<file path="config.mk">
export PLATFORM = sky130hd
export DESIGN_NAME = risc_v_lsu
export DESIGN_NICKNAME = d
export VERILOG_FILES = /design/src/rtl/risc_v_lsu_pkg.sv /design/src/rtl/risc_v_lsu_align.sv /design/src/rtl/risc_v_lsu.sv
export SDC_FILE = /design/constraint.sdc
export NUM_CORES = 1
export LEC_CHECK = 0
export ABC_AREA = 1
export CAP_MARGIN = 15
export CORE_MARGIN = 5
export CORE_UTILIZATION = 35
export CTS_BUF_LIST = sky130_fd_sc_hd__clkbuf_8
export DETAILED_ROUTE_END_ITERATION = 8
export PLACE_DENSITY = 0.65
export SLEW_MARGIN = 5
export SYNTH_ARGS = -nofsm -noshare
export SYNTH_HDL_FRONTEND = slang
export SYNTH_SLANG_ARGS = --single-unit
</file>
<file path="constraint.sdc">
create_clock -name clk -period 7.5 [get_ports clk]
set_input_delay 2.25 -clock clk [delete_from_list [all_inputs] [get_ports clk]]
set_output_delay 2.25 -clock clk [all_outputs]
set_load 0.02 [all_outputs]
</file>
<file path="src/rtl/risc_v_lsu_pkg.sv">
// Shared definitions for the load/store unit: access types, FSM states, error codes.
// Latency: n/a (declarations and pure helper functions only).
// Backpressure: n/a.
package risc_v_lsu_pkg;

  // func3 access types
  localparam logic [2:0] RW_B  = 3'b000;
  localparam logic [2:0] RW_H  = 3'b001;
  localparam logic [2:0] RW_W  = 3'b010;
  localparam logic [2:0] RW_BU = 3'b100;
  localparam logic [2:0] RW_HU = 3'b101;

  // completion error codes
  localparam logic [1:0] ERR_NONE     = 2'b00;
  localparam logic [1:0] ERR_MISALIGN = 2'b01;
  localparam logic [1:0] ERR_TIMEOUT  = 2'b10;
  localparam logic [1:0] ERR_ILLEGAL  = 2'b11;

  typedef enum logic [1:0] {
    ST_IDLE = 2'd0,
    ST_BUS  = 2'd1,
    ST_RESP = 2'd2
  } state_t;

  // Unsigned variants only make sense for loads.
  function automatic logic rw_legal(input logic we, input logic [2:0] rw);
    case (rw)
      RW_B, RW_H, RW_W: return 1'b1;
      RW_BU, RW_HU:     return !we;
      default:          return 1'b0;
    endcase
  endfunction

  function automatic logic rw_misaligned(input logic [2:0] rw, input logic [1:0] off);
    case (rw)
      RW_H, RW_HU: return off[0];
      RW_W:        return off != 2'b00;
      default:     return 1'b0;
    endcase
  endfunction

  // Offset rounded down to the natural alignment of the access size.
  function automatic logic [1:0] rw_align_off(input logic [2:0] rw, input logic [1:0] off);
    case (rw)
      RW_H, RW_HU: return {off[1], 1'b0};
      RW_W:        return 2'b00;
      default:     return off;
    endcase
  endfunction

endpackage

</file>
<file path="src/rtl/risc_v_lsu_align.sv">
// Byte-lane steering: store byte enables/replicated data and load extract/extension.
// Latency: purely combinational.
// Backpressure: none.
// Ports: rw_type/offset select the lanes; wdata -> be, wdata_lane; rdata -> rdata_ext.
module risc_v_lsu_align
  import risc_v_lsu_pkg::*;
(
  input  logic [2:0]  rw_type,
  input  logic [1:0]  offset,
  input  logic [31:0] wdata,
  input  logic [31:0] rdata,
  output logic [3:0]  be,
  output logic [31:0] wdata_lane,
  output logic [31:0] rdata_ext
);

  logic [7:0]  byte_sel;
  logic [15:0] half_sel;

  assign byte_sel = rdata[{offset, 3'b000} +: 8];
  assign half_sel = offset[1] ? rdata[31:16] : rdata[15:0];

  always_comb begin
    be         = 4'b0000;
    wdata_lane = 32'h0;
    rdata_ext  = 32'h0;
    case (rw_type)
      RW_B: begin
        be         = 4'b0001 << offset;
        wdata_lane = {4{wdata[7:0]}};
        rdata_ext  = {{24{byte_sel[7]}}, byte_sel};
      end
      RW_BU: begin
        be         = 4'b0001 << offset;
        wdata_lane = {4{wdata[7:0]}};
        rdata_ext  = {24'h0, byte_sel};
      end
      RW_H: begin
        be         = 4'b0011 << offset;
        wdata_lane = {2{wdata[15:0]}};
        rdata_ext  = {{16{half_sel[15]}}, half_sel};
      end
      RW_HU: begin
        be         = 4'b0011 << offset;
        wdata_lane = {2{wdata[15:0]}};
        rdata_ext  = {16'h0, half_sel};
      end
      RW_W: begin
        be         = 4'b1111;
        wdata_lane = wdata;
        rdata_ext  = rdata;
      end
      default: ;
    endcase
  end

endmodule

</file>
<file path="src/rtl/risc_v_lsu.sv">
// Load/store unit: checks a core access, runs one handshaked bus transfer, returns extended data.
// Latency: core_done 2 cycles after accept with ack in first bus cycle; error paths 1 cycle.
// Backpressure: core_ready low while busy; mem_* held stable until mem_ack or timeout.
// Ports: core_* request/response to execute stage; mem_* word-aligned data bus; clk, rst (async high).
module risc_v_lsu
  import risc_v_lsu_pkg::*;
#(
  parameter int ADDR_W        = 32,
  parameter int TIMEOUT       = 16,
  parameter bit MISALIGN_TRAP = 1'b1
) (
  input  logic              clk,
  input  logic              rst,
  input  logic              core_req,
  input  logic              core_we,
  input  logic [2:0]        core_rw_type,
  input  logic [ADDR_W-1:0] core_addr,
  input  logic [31:0]       core_wdata,
  output logic              core_ready,
  output logic              core_done,
  output logic [31:0]       core_rdata,
  output logic              core_err,
  output logic [1:0]        core_err_code,
  output logic              mem_req,
  output logic              mem_we,
  output logic [3:0]        mem_be,
  output logic [ADDR_W-1:0] mem_addr,
  output logic [31:0]       mem_wdata,
  input  logic              mem_ack,
  input  logic [31:0]       mem_rdata
);

  localparam int CNT_W = (TIMEOUT > 2) ? $clog2(TIMEOUT) : 1;
  localparam logic [CNT_W-1:0] CNT_LAST = CNT_W'((TIMEOUT > 0) ? TIMEOUT - 1 : 0);

  state_t            state_q, state_d;
  logic [CNT_W-1:0]  cnt_q, cnt_d;
  logic              we_q, we_d;
  logic [2:0]        rw_q, rw_d;
  logic [1:0]        off_q, off_d;

  logic              core_ready_d, core_done_d, core_err_d;
  logic [31:0]       core_rdata_d;
  logic [1:0]        core_err_code_d;
  logic              mem_req_d, mem_we_d;
  logic [3:0]        mem_be_d;
  logic [ADDR_W-1:0] mem_addr_d;
  logic [31:0]       mem_wdata_d;

  // One steering instance: fed from the core in IDLE (store lanes), from the
  // latched access in BUS (load extraction).
  logic [1:0]  off_eff, al_off;
  logic [2:0]  al_rw;
  logic [3:0]  al_be;
  logic [31:0] al_wdata, al_rdata;

  // Without trapping, misaligned accesses proceed at the rounded-down offset.
  assign off_eff = rw_align_off(core_rw_type, core_addr[1:0]);
  assign al_rw   = (state_q == ST_IDLE) ? core_rw_type : rw_q;
  assign al_off  = (state_q == ST_IDLE) ? off_eff : off_q;

  risc_v_lsu_align u_align (
    .rw_type    (al_rw),
    .offset     (al_off),
    .wdata      (core_wdata),
    .rdata      (mem_rdata),
    .be         (al_be),
    .wdata_lane (al_wdata),
    .rdata_ext  (al_rdata)
  );

  always_ff @(posedge clk or posedge rst) begin
    if (rst) begin
      state_q       <= ST_IDLE;
      cnt_q         <= '0;
      we_q          <= 1'b0;
      rw_q          <= 3'b000;
      off_q         <= 2'b00;
      core_ready    <= 1'b1;
      core_done     <= 1'b0;
      core_rdata    <= 32'h0;
      core_err      <= 1'b0;
      core_err_code <= ERR_NONE;
      mem_req       <= 1'b0;
      mem_we        <= 1'b0;
      mem_be        <= 4'b0000;
      mem_addr      <= '0;
      mem_wdata     <= 32'h0;
    end else begin
      state_q       <= state_d;
      cnt_q         <= cnt_d;
      we_q          <= we_d;
      rw_q          <= rw_d;
      off_q         <= off_d;
      core_ready    <= core_ready_d;
      core_done     <= core_done_d;
      core_rdata    <= core_rdata_d;
      core_err      <= core_err_d;
      core_err_code <= core_err_code_d;
      mem_req       <= mem_req_d;
      mem_we        <= mem_we_d;
      mem_be        <= mem_be_d;
      mem_addr      <= mem_addr_d;
      mem_wdata     <= mem_wdata_d;
    end
  end

  always_comb begin
    state_d         = state_q;
    cnt_d           = cnt_q;
    we_d            = we_q;
    rw_d            = rw_q;
    off_d           = off_q;
    core_rdata_d    = core_rdata;
    core_err_d      = core_err;
    core_err_code_d = core_err_code;
    mem_req_d       = mem_req;
    mem_we_d        = mem_we;
    mem_be_d        = mem_be;
    mem_addr_d      = mem_addr;
    mem_wdata_d     = mem_wdata;

    case (state_q)
      ST_IDLE: begin
        if (core_req) begin
          we_d  = core_we;
          rw_d  = core_rw_type;
          off_d = off_eff;
          if (!rw_legal(core_we, core_rw_type)) begin
            state_d         = ST_RESP;
            core_err_d      = 1'b1;
            core_err_code_d = ERR_ILLEGAL;
            core_rdata_d    = 32'h0;
          end else if (MISALIGN_TRAP && rw_misaligned(core_rw_type, core_addr[1:0])) begin
            state_d         = ST_RESP;
            core_err_d      = 1'b1;
            core_err_code_d = ERR_MISALIGN;
            core_rdata_d    = 32'h0;
          end else begin
            state_d     = ST_BUS;
            cnt_d       = '0;
            mem_req_d   = 1'b1;
            mem_we_d    = core_we;
            mem_be_d    = al_be;
            mem_addr_d  = {core_addr[ADDR_W-1:2], 2'b00};
            mem_wdata_d = al_wdata;
          end
        end
      end
      ST_BUS: begin
        // Ack is checked first so it wins over a timeout in the same cycle.
        if (mem_ack) begin
          state_d         = ST_RESP;
          mem_req_d       = 1'b0;
          core_err_d      = 1'b0;
          core_err_code_d = ERR_NONE;
          core_rdata_d    = we_q ? 32'h0 : al_rdata;
        end else if (TIMEOUT != 0 && cnt_q == CNT_LAST) begin
          state_d         = ST_RESP;
          mem_req_d       = 1'b0;
          core_err_d      = 1'b1;
          core_err_code_d = ERR_TIMEOUT;
          core_rdata_d    = 32'h0;
        end else begin
          cnt_d = cnt_q + 1'b1;
        end
      end
      ST_RESP: state_d = ST_IDLE;
      default: state_d = ST_IDLE;
    endcase

    core_ready_d = (state_d == ST_IDLE);
    core_done_d  = (state_d == ST_RESP);
  end

endmodule

</file>
==> flow_metrics.tcl <==
set metrics [dict create \
    status "finished clean" \
    slew_violations 0 \
    worstSetupPathType "input pin to register" \
    crit_buf_inv 2 \
    async_flop_share_pct 100 \
    synthTopCellsByArea "dfrtp_1, nand2_1, nand3_1" \
    cts_resized 0 \
    ys_seq_area_share_pct 49.0 \
    drive_gt1_share_pct 6.35 \
    drt_wl_total_um 18800 \
    cts_buffers 17 \
    drc_errors 0 \
    portBuffers 208 \
    num_vias 5757 \
    muxShareOfSynthArea_pct 0 \
    startpoint "core_rw_type[0]" \
    min_period_over_period_pct 55.4 \
    dieArea_mm2 0.0198 \
    nets 1115 \
    tightest_slew_ns 0.799 \
    crit_cells 11 \
    syn2layout_area_growth_pct 44.0 \
    setup-tns-final_ns 0 \
    grt_max_degree 81 \
    fin_cells 1243 \
    grt_pass1_wl_um 30600 \
    cts-root-buf "clkbuf_8" \
    setup_viol 0 \
    fill_cells 1645 \
    r2r-end "core_rdata[10]" \
    cp_slowest_cell "clkdlybuf4s50_1" \
    netlist_top_cells_count "nand2_1, dfrtp_1, nand3_1" \
    min_from "mem_addr[2]" \
    synth_compound_area_share_pct 6.70 \
    synth_top_area_share_pct 48.6 \
    skew_ns 0.0110 \
    hold_path_class "register to register" \
    critPathLaunchType "input pin" \
    rsz0062_at_grt "no" \
    vdd_drop_max_uv 168 \
    antenna_found_initial 0 \
    drv_cap 0 \
    rr_startpoint "state_q[0]" \
    synthSimpleGateAreaFrac_pct 36.7 \
    max_slew_margin_pct 46.7 \
    crit_family "simple AND/OR/NAND/NOR gates" \
    power_density_mw_per_mm2 367 \
    htree_levels 4 \
    cts_max_path_buffers 2 \
    grt_overflow 0 \
    grt_usage_pct 19.3 \
    p_leak_uw 0.00438 \
    worstPathRequired_ns 7.87 \
    cts.sinks 117 \
    die_h_um 141 \
    ff2ff_setup_slack_ns 4.94 \
    wl_per_cell_um 15.1 \
    syn-cell-area_mm2 0.00597 \
    yosysMostFrequentCell "nand2_1" \
    timing.final.crit_period_ns 4.16 \
    worstPathArrival_ns 4.53 \
    gp_congestion 0.843 \
    initial_core_util_pct 35.9 \
    synthFlopType "dfrtp_1" \
    yosysUniqueCellTypes 33 \
    post-cts-setup-buffers 0 \
    rows 47 \
    synth_edf_count 0 \
    avgSynthCellArea_um2 7.34 \
    cpPeakStageDelay_ns 0.52 \
    worstHoldEndpoint "mem_addr[2]" \
    dieWidth_um 141 \
    ys_ff_latch 117 \
    rr_worst_depth 11 \
    drt_iter0_drc 332 \
    finalInstanceArea_mm2 0.00860 \
    synth_top_family_by_area "simple AND/OR/NAND/NOR gates" \
    place_hpwl_um 13400 \
    place_area_mm2 0.00816 \
    clk_pin_slew_ns 0.07 \
    synth-warning-count 0 \
    clk_latency_ns 0.43 \
    hold_buffers 0 \
    hold_viol_final 0 \
    grt_pass1_vias 5778 \
    route.detailed.vias_per_inst 4.63 \
    synth_largest_area_cell "dfrtp_1" \
    antenna_left 0 \
    diodes 0 \
    cp_cell_sequence "clkdlybuf4s50_1 > inv_2 > nand3_2 > nand3_4 > nand2_4 > nand2_1 > nand3_1 > nand3_2 > nand2_1 > nand2_1 > nand2_1" \
    hold_depth 2 \
    crit_path_frequent_cell "nand2_1" \
    synthesis.instances 814 \
    endpoint_kind "register" \
    max_freq_mhz 240 \
    dp.cells 1211 \
    firstDrtPassIters 4 \
    cp_max_fo 28 \
    core_area_mm2 0.0166 \
    cts_tree "yes" \
    yosys.area_share.adder_pct 0.210 \
    io_pins 211 \
    synth_xor_area_share_pct 0.293 \
]
-- worst reg2reg max path: stages (launching register included) --
cell and delay [ns]:
dfrtp_1 0.40, nor2_2 0.46, nand2_1 0.19, nand2_4 0.17
nand3_4 0.24, inv_2 0.58, nand2_1 0.13, nand2_1 0.10
inv_1 0.04, nand2_1 0.06, nand2_1 0.07, nand2_1 0.06
-- state kept, by name, indices dropped and copies added, names as in the netlist --
register and count:
core_rdata 32, mem_wdata 32, mem_addr 30, cnt_q 4, mem_be 4, rw_q 3, core_err_code 2, off_q 2
state_q 2, core_done 1, core_err 1, core_ready 1, mem_req 1, mem_we 1, we_q 1
-- worst max path at each step --
stage                     end  slack [ns]
6_report        core_rdata[8]        3.34
5_1_grt        core_rdata[26]        3.14
2_1_floorplan        cnt_q[0]        2.15
4_1_cts         core_rdata[8]        3.35
3_5_place_dp   core_rdata[20]        2.87
3_3_place_gp    core_rdata[8]        2.93
-- cells in the final DEF (no fill, tap or decap), drive strengths merged --
cell	count
a211oi	1
a21boi	8
a21oi	20
a22oi	8
buf	5
bufinv	4
clkbuf	19
clkdlybuf4s50	208
clkinv	5
clkinvlp	6
conb	2
dfrtp	116
dfstp	1
ha	1
inv	51
nand2	441
nand3	57
nand3b	3
nand4	1
nor2	35
o21ai	26
o22ai	2
or2	1
xor2	2
-- final cells by class --
type | instances | area, um2 | share of cell area [%]
clock buffer | 19 | 262 | 3.04
clock inverter | 13 | 180 | 2.10
inverter | 53 | 201 | 2.34
multi-input combinational | 608 | 2630 | 30.6
sequential | 117 | 2930 | 34.1
tap | 220 | 275 | 3.20
timing repair buffer | 213 | 2120 | 24.7
-- power breakdown --
part	leakage (uW)	switching, uW	total [uW]	internal [uW]
Sequential	0.00151	121	978	857
Clock	0.000206	269	646	377
Combinational	0.00267	900	1530	628
Total	0.00438	1290	3150	1860
-- logic make-up (layout without fill, tap and decap cells) --
| group | after synthesis | count (layout) |
|---|---|---|
| and+or+nand+nor | 538 | 538 |
| DFF | 117 | 117 |
| buffers and inverters | 90 | 298 |
| AOI/OAI and AO/OA | 65 | 65 |
| xor gates and xnor gates | 2 | 2 |
| adders and majority gates | 1 | 1 |
| other | 1 | 2 |
-- layer usage --
metal | GRT usage, % | wire length, um | vias up
met5 | 0 | 0 | -
met4 | 6.83 | 382 | 0
met3 | 5.05 | 1200 | 24
met2 | 30.2 | 8580 | 187
met1 | 26.0 | 8620 | 2638
li1 | - | - | 2908
-- per-stage QoR --
step	utilization (%)	hold slack, ns	worst slack, ns	power (uW)
finish	51.7	0.477	3.34	3150
global route	51.7	0.495	3.14	3390
global placement	49.0	0.461	2.93	2520
floorplan	-	0.444	2.15	1870
detailed placement	49.0	0.464	2.87	2530
CTS	51.7	0.483	3.35	3190
No activity file was read; power rests on OpenSTA's default activity.
